$ cat src/rtl/fwft_packetizer.sv
// fwft_packetizer: frames 20-bit FWFT FIFO samples into headered, MSB-first bit-packed 16-bit packets
module fwft_packetizer #(
    parameter int PKT_SAMPLES = 64
) (
    input  logic        CLK,
    input  logic        reset,
    input  logic [19:0] DI,
    input  logic        EMPTY,
    output logic        RDEN,
    output logic [15:0] DO,
    output logic        WREN,
    input  logic        FULL,
    output logic        LAST,
    output logic        BUSY
);
    localparam logic [10:0] FINAL_CNT = 11'(5 * PKT_SAMPLES / 4 - 1);
    // The header is loaded on leaving IDLE, so header-in-flight is PAYLOAD with cnt==0.
    typedef enum logic {IDLE, PAYLOAD} state_t;
    state_t      state, state_n;
    logic [7:0]  seq, seq_n;
    logic [10:0] cnt, cnt_n;
    logic [2:0]  phase, phase_n;
    logic [15:0] res, res_n, res_ld, word, do_n;
    logic        wren_n, last_n, slot_free, fin;
    assign slot_free = !WREN || !FULL;
    assign fin       = cnt == FINAL_CNT;
    assign BUSY      = state != IDLE;
    assign RDEN      = !reset && state == PAYLOAD && slot_free && !EMPTY && phase != 3'd4;
    assign word   = phase == 3'd0 ? DI[19:4] :
                    phase == 3'd1 ? {res[3:0], DI[19:8]} :
                    phase == 3'd2 ? {res[7:0], DI[19:12]} :
                    phase == 3'd3 ? {res[11:0], DI[19:16]} : res;
    assign res_ld = phase == 3'd0 ? {12'h000, DI[3:0]} :
                    phase == 3'd1 ? {8'h00, DI[7:0]} :
                    phase == 3'd2 ? {4'h0, DI[11:0]} :
                    phase == 3'd3 ? DI[15:0] : res;
    always_comb begin
        state_n = state;
        seq_n   = seq;
        cnt_n   = cnt;
        phase_n = phase;
        res_n   = res;
        do_n    = DO;
        wren_n  = WREN;
        last_n  = LAST;
        if (slot_free) begin
            wren_n = 1'b0;
            last_n = 1'b0;
            if (state == IDLE) begin
                if (!EMPTY) begin
                    do_n    = {8'hA5, seq};
                    wren_n  = 1'b1;
                    cnt_n   = '0;
                    phase_n = '0;
                    state_n = PAYLOAD;
                end
            end else if (phase == 3'd4 || !EMPTY) begin
                do_n    = word;
                wren_n  = 1'b1;
                last_n  = fin;
                res_n   = res_ld;
                cnt_n   = cnt + 11'd1;
                phase_n = phase == 3'd4 ? 3'd0 : phase + 3'd1;
                if (fin) begin
                    seq_n   = seq + 8'd1;
                    state_n = IDLE;
                end
            end
        end
    end
    always_ff @(posedge CLK) begin
        if (reset) begin
            state <= IDLE;
            seq   <= '0;
            cnt   <= '0;
            phase <= '0;
            res   <= '0;
            DO    <= '0;
            WREN  <= 1'b0;
            LAST  <= 1'b0;
        end else begin
            state <= state_n;
            seq   <= seq_n;
            cnt   <= cnt_n;
            phase <= phase_n;
            res   <= res_n;
            DO    <= do_n;
            WREN  <= wren_n;
            LAST  <= last_n;
        end
    end
endmodule

$ cat config.mk
export PLATFORM = sky130hd
export DESIGN_NAME = fwft_packetizer
export DESIGN_NICKNAME = d
export VERILOG_FILES = /design/src/rtl/fwft_packetizer.sv
export SDC_FILE = /design/constraint.sdc
export NUM_CORES = 1
export LEC_CHECK = 0
export ABC_AREA = 1
export BUFFER_PORTS_ARGS = -buffer_cell sky130_fd_sc_hd__buf_4
export CORE_ASPECT_RATIO = 1.4
export CORE_MARGIN = 5
export CORE_UTILIZATION = 58
export DETAILED_ROUTE_END_ITERATION = 10
export HOLD_SLACK_MARGIN = 0.05
export PLACE_DENSITY = 0.8
export SLEW_MARGIN = 10
export SYNTH_ARGS = -nofsm -noshare
export SYNTH_HDL_FRONTEND = slang
export SYNTH_SLANG_ARGS = --single-unit
$ cat constraint.sdc
create_clock -name CLK -period 2.27 [get_ports CLK]
set_input_delay 0.1135 -clock CLK [delete_from_list [all_inputs] [get_ports CLK]]
set_output_delay 0.1135 -clock CLK [all_outputs]
set_load 0.05 [all_outputs]
-- Word-level counts from Yosys, hierarchy flattened
Cells that the tools add are included.
W data, S select, Z words.
- bits in registers: 57
- output and inout port bits: 20
- logic and storage cells: 60
- add/sub/neg operators: 3
- equal/unequal tests: 8
- mux-type cells: 26
- reduce and logical (&&, ||, !) cells: 15
- operators by type and width (operator ; count):
    $mux W16 ; 11
    $mux W11 ; 3
    $mux W3 ; 4
    $add A11 B1 Y11 const B ; 1
    $eq A11 B7 Y1 const B ; 1
    $add A8 B1 Y8 const B ; 1
    $mux W1 ; 8
    $reduce_and A4 Y1 ; 2
    $eq A3 B2 Y1 const B ; 2
    $logic_and A1 B1 Y1 ; 4
    $logic_not A1 Y1 ; 4
    $ne A2 B1 Y1 const B ; 2
    $reduce_bool A4 Y1 ; 1
    $add A3 B1 Y3 const B ; 1
    $eq A3 B1 Y1 const B ; 1
    $eq A3 B3 Y1 const B ; 1
    $logic_not A3 Y1 ; 1
    $ne A3 B3 Y1 const B ; 1
    $reduce_and A3 Y1 ; 1
    $logic_or A1 B1 Y1 ; 2

-- Logic depth before layout (Yosys ltp)
- word-level depth: 7
- mapped depth: 11

-- Least setup slack after synthesis
Ideal clock, no wire load.
- path kind: flip-flop to output port
- start point: register state (netlist: BUSY)
- end point: output port RDEN
- arrival time: 2099 ps
- required time: 2156 ps
- setup slack: 58 ps
- cell stages (with the launch flop): 4
- buffers on the path: 1
- cells stage by stage: dfxtp_1 > buf_2 > nand2_1 > nor3_1
- longest elaborated chain between the ends: 4
- RTL lines (what ; RTL line ; text):
    start: declaration ; 19 ; state_t state, state_n;
    start signal: assignment ; 82 ; state <= state_n;
    $logic_and A1 B1 Y1 (4 in series) ; 28 ; assign RDEN = !reset && state == PAYLOAD && slot_free && !EMPTY && phase != 3'd4;
    end: declaration ; 9 ; output logic RDEN,
Every way passes these cells.

-- Worst setup path in the final report
- start point: register phase[0]
- end point: register res[10]
- longest elaborated chain between the ends: 4
- elaborated cells between the ends (all ways): 11
- those cells by class: eq/ne (4); mux (3); reduce/logical (4)
- RTL lines (what ; RTL line ; text):
    start: declaration ; 22 ; logic [2:0] phase, phase_n;
    start signal: assignment ; 85 ; phase <= phase_n;
    $eq A3 B2 Y1 ; 35 ; phase == 3'd2 ? {4'h0, DI[11:0]} :
    $mux W16 ; 35 ;
    $mux W16 ; 34 ; phase == 3'd1 ? {8'h00, DI[7:0]} :
    $mux W16 ; 33 ; assign res_ld = phase == 3'd0 ? {12'h000, DI[3:0]} :
    end signal: assignment ; 86 ; res <= res_n;
    end: declaration ; 23 ; logic [15:0] res, res_n, res_ld, word, do_n;
Several ways; a longest one is shown, not always the timed one.
A chain may end at the register's enable or synchronous reset.

==> flow_metrics.tcl <==
set metrics [dict create \
    status "finished clean" \
    cts_sinks 57 \
    synth.cell_area_um2 3440 \
    syn-num-nets 559 \
    routed-via-count 3588 \
    worstMarginPinSlew_ns 0.393 \
    start_kind "flop" \
    min_period_ns 1.91 \
    end_kind "flop" \
    dr.pass1.iters 5 \
    p_leak_nw 1.70 \
    holdBufCountCts 1 \
    yosysWarnings 0 \
    antenna_cells 0 \
    die_w_um 75.1 \
    wire_per_inst_um 14.3 \
    clockBufferDepth 2 \
    slew_viol_final 0 \
    arrival_ns 2.13 \
    gp_congestion 0.912 \
    die_height_um 101 \
    slew_headroom_pct 73.8 \
    dp_hpwl_mm 6.78 \
    final_area_um2 3960 \
    tns_ns 0 \
    synth_area_per_cell_um2 6.52 \
    initialDrtViolationCount 255 \
    syn-instance-count 528 \
    ant_nets 0 \
    crit_slowest_cell "dfxtp_1" \
    ys_seq_area_share_pct 33.1 \
    min_from "DI[2]" \
    cp_data_required_time_ns 2.49 \
    hold_viol_final 0 \
    skew_ns 0.00799 \
    num-fill-cells 538 \
    cts_buffers 9 \
    power_density_nw_per_um2 634 \
    start_util_pct 59.1 \
    startpoint "phase[0]$_SDFFE_PP0P_" \
    drc 0 \
    total_power_mw 2.51 \
    track_usage_pct 25.7 \
    io_pins 44 \
    synthToLayoutAreaGrowth_pct 14.9 \
    grt_pass1_wl_mm 15.2 \
    final_layout_size_suffix_gt1_share_pct 17.8 \
    peakVddDrop_uv 522 \
    drv_cap 0 \
    cp_max_fo 21 \
    hold_class "primary input to flop" \
    fin_crit_sh_pct 84.3 \
    grt_start_max_net_pins 31 \
    clk_latency_ns 0.34 \
    cts_root_buf "clkbuf_8" \
    rows 33 \
    nNetsFinal 594 \
    timing.hold.ws_ns 0.0600 \
    cts_tree "done" \
    antenna_found_initial 0 \
    rsz0062_at_grt "no" \
    coreArea_um2 5820 \
    critPathMaxStageDelay_ns 0.38 \
    clk_pin_slew_ns 0.06 \
    grt-ovfl-total 0 \
    vias_per_cell 5.62 \
    totalWireLength_mm 9.12 \
    cts_setup_buffers 0 \
    path_cells "inv_1 > ha_1 > nand2_2 > inv_2 > nor2_4 > nand2_4 > nand2_8 > inv_4 > nand3_1 > a21oi_2" \
    r2r-start "phase[0]$_SDFFE_PP0P_" \
    setup_violations 0 \
    place_area_um2 3760 \
    htreeDepth 3 \
    die-area_um2 7600 \
    first_global_vias 3244 \
    ys_ff_latch 57 \
    fmax_mhz 522 \
    synth_cell_types 38 \
    worstSetupPathType "flop to flop" \
    cts.repair.resized 0 \
    portBuffers 43 \
]
==> sequential cells by signal, indices dropped and copies added (netlist names) <==
name	count
DO	16
res	16
cnt	11
seq	8
phase	3
BUSY	1
LAST	1
WREN	1
==> area by class of cell <==
| cell class | instances | area [µm²] | area share (%) |
|---|---|---|---|
| multi-input combinational | 398 | 1980 | 50.0 |
| sequential | 57 | 1140 | 28.8 |
| timing repair buffer | 50 | 378 | 9.55 |
| inverter | 47 | 184 | 4.65 |
| clock buffer | 13 | 149 | 3.76 |
| tap | 70 | 87.6 | 2.21 |
| clock inverter | 3 | 40.0 | 1.01 |
==> Yosys cell counts <==
cell type / instances / share of area, %
nor2_2: 3 / 0.55
a21o_1: 2 / 0.44
inv_2: 6 / 0.65
o21ai_1: 4 / 0.58
nand4_1: 14 / 2.5
nand3_2: 1 / 0.29
o21bai_1: 2 / 0.44
o211ai_1: 1 / 0.22
nor2_4: 1 / 0.33
nand3_1: 42 / 6.1
a21oi_2: 8 / 2.0
o21ai_0: 46 / 6.7
clkinv_1: 1 / 0.11
nand2_2: 14 / 2.5
nand2_1: 134 / 15
buf_2: 13 / 1.9
nor2_8: 1 / 0.58
inv_6: 1 / 0.25
ha_1: 7 / 2.5
o22ai_1: 5 / 0.91
buf_1: 1 / 0.11
buf_4: 1 / 0.22
nand2_4: 2 / 0.65
o31ai_1: 1 / 0.22
inv_1: 38 / 4.1
nor2_1: 50 / 5.5
a211oi_1: 2 / 0.44
xor2_1: 2 / 0.51
buf_12: 1 / 0.58
a21oi_1: 49 / 7.1
nor3b_1: 1 / 0.22
xnor2_1: 1 / 0.25
dfxtp_1: 57 / 33
clkbuf_1: 9 / 0.98
nor3_1: 4 / 0.58
inv_4: 1 / 0.18
buf_6: 1 / 0.33
nand2_8: 1 / 0.58
==> through the flow <==
stage               utilization [%]  setup WS [ns]  std cells
global placement               64.5          0.449        621
global route                   68.0          0.177        638
finish                         68.0          0.356        638
floorplan                         -         0.0576        528
detailed placement             64.5          0.381        621
CTS                            68.0          0.368        638
==> cells by family after synthesis <==
logic type | share of synthesized area [%]
AO/OA/AOI/OAI | 19.1
adder cells (fa/ha/maj) | 2.54
flip-flops | 33.1
AND/OR/NAND/NOR | 35.0
buffers and inverters | 9.45
XOR/XNOR | 0.763
==> path summary, 6_finish.rpt <==
| path | end | slack (ns) | cells after the start |
|---|---|---|---|
| max | res[10]$_SDFFE_PP0P_ | 0.36 | 10 |
| min | res[2]$_SDFFE_PP0P_ | 0.06 | 3 |
| max reg2reg | res[10]$_SDFFE_PP0P_ | 0.36 | 10 |
| min reg2reg | DO[11]$_SDFFE_PP0P_ | 0.45 | 2 |
==> power by group <==
group / switching (mW) / total, mW / internal, mW
Combinational: 0.350 / 0.510 / 0.160
Sequential: 0.0273 / 1.06 / 1.04
Clock: 0.400 / 0.935 / 0.535
==> cell usage in the layout, fill, tap and decap left out, types with 2 or more instances in the layout <==
cell type	Yosys	layout
inv_2	6	6
nand2_4	2	2
a211oi_1	2	2
clkbuf_8	0	10
inv_1	38	38
nor3_1	4	4
a21oi_1	49	49
nor2_1	50	50
a21oi_2	8	8
buf_4	1	49
clkinv_2	0	2
nor2_2	3	3
dfxtp_1	57	57
a21o_1	2	2
o21bai_1	2	2
nand4_1	14	14
nand2_1	134	134
o21ai_1	4	4
nand2_2	14	14
clkbuf_1	9	3
ha_1	7	7
o21ai_0	46	46
xor2_1	2	2
o22ai_1	5	5
nand3_1	42	42
==> per-layer routing <==
| layer | global-route usage [%] | share of wire [%] |
|---|---|---|
| met1 | 31.3 | 40 |
| met2 | 42.7 | 50 |
| met3 | 4.67 | 6.3 |
| met4 | 12.9 | 3.7 |
| met5 | 0 | 0 |
==> critical path: cells and delay by family, from the launching register on <==
family,cells,cell delay [ns]
buffers and inverters,3,0.41
AOI/OAI and AO/OA,1,0.06
DFF,1,0.38
and+or+nand+nor,5,0.74
adders and majority gates,1,0.21
(Power assumes the default switching activity.)
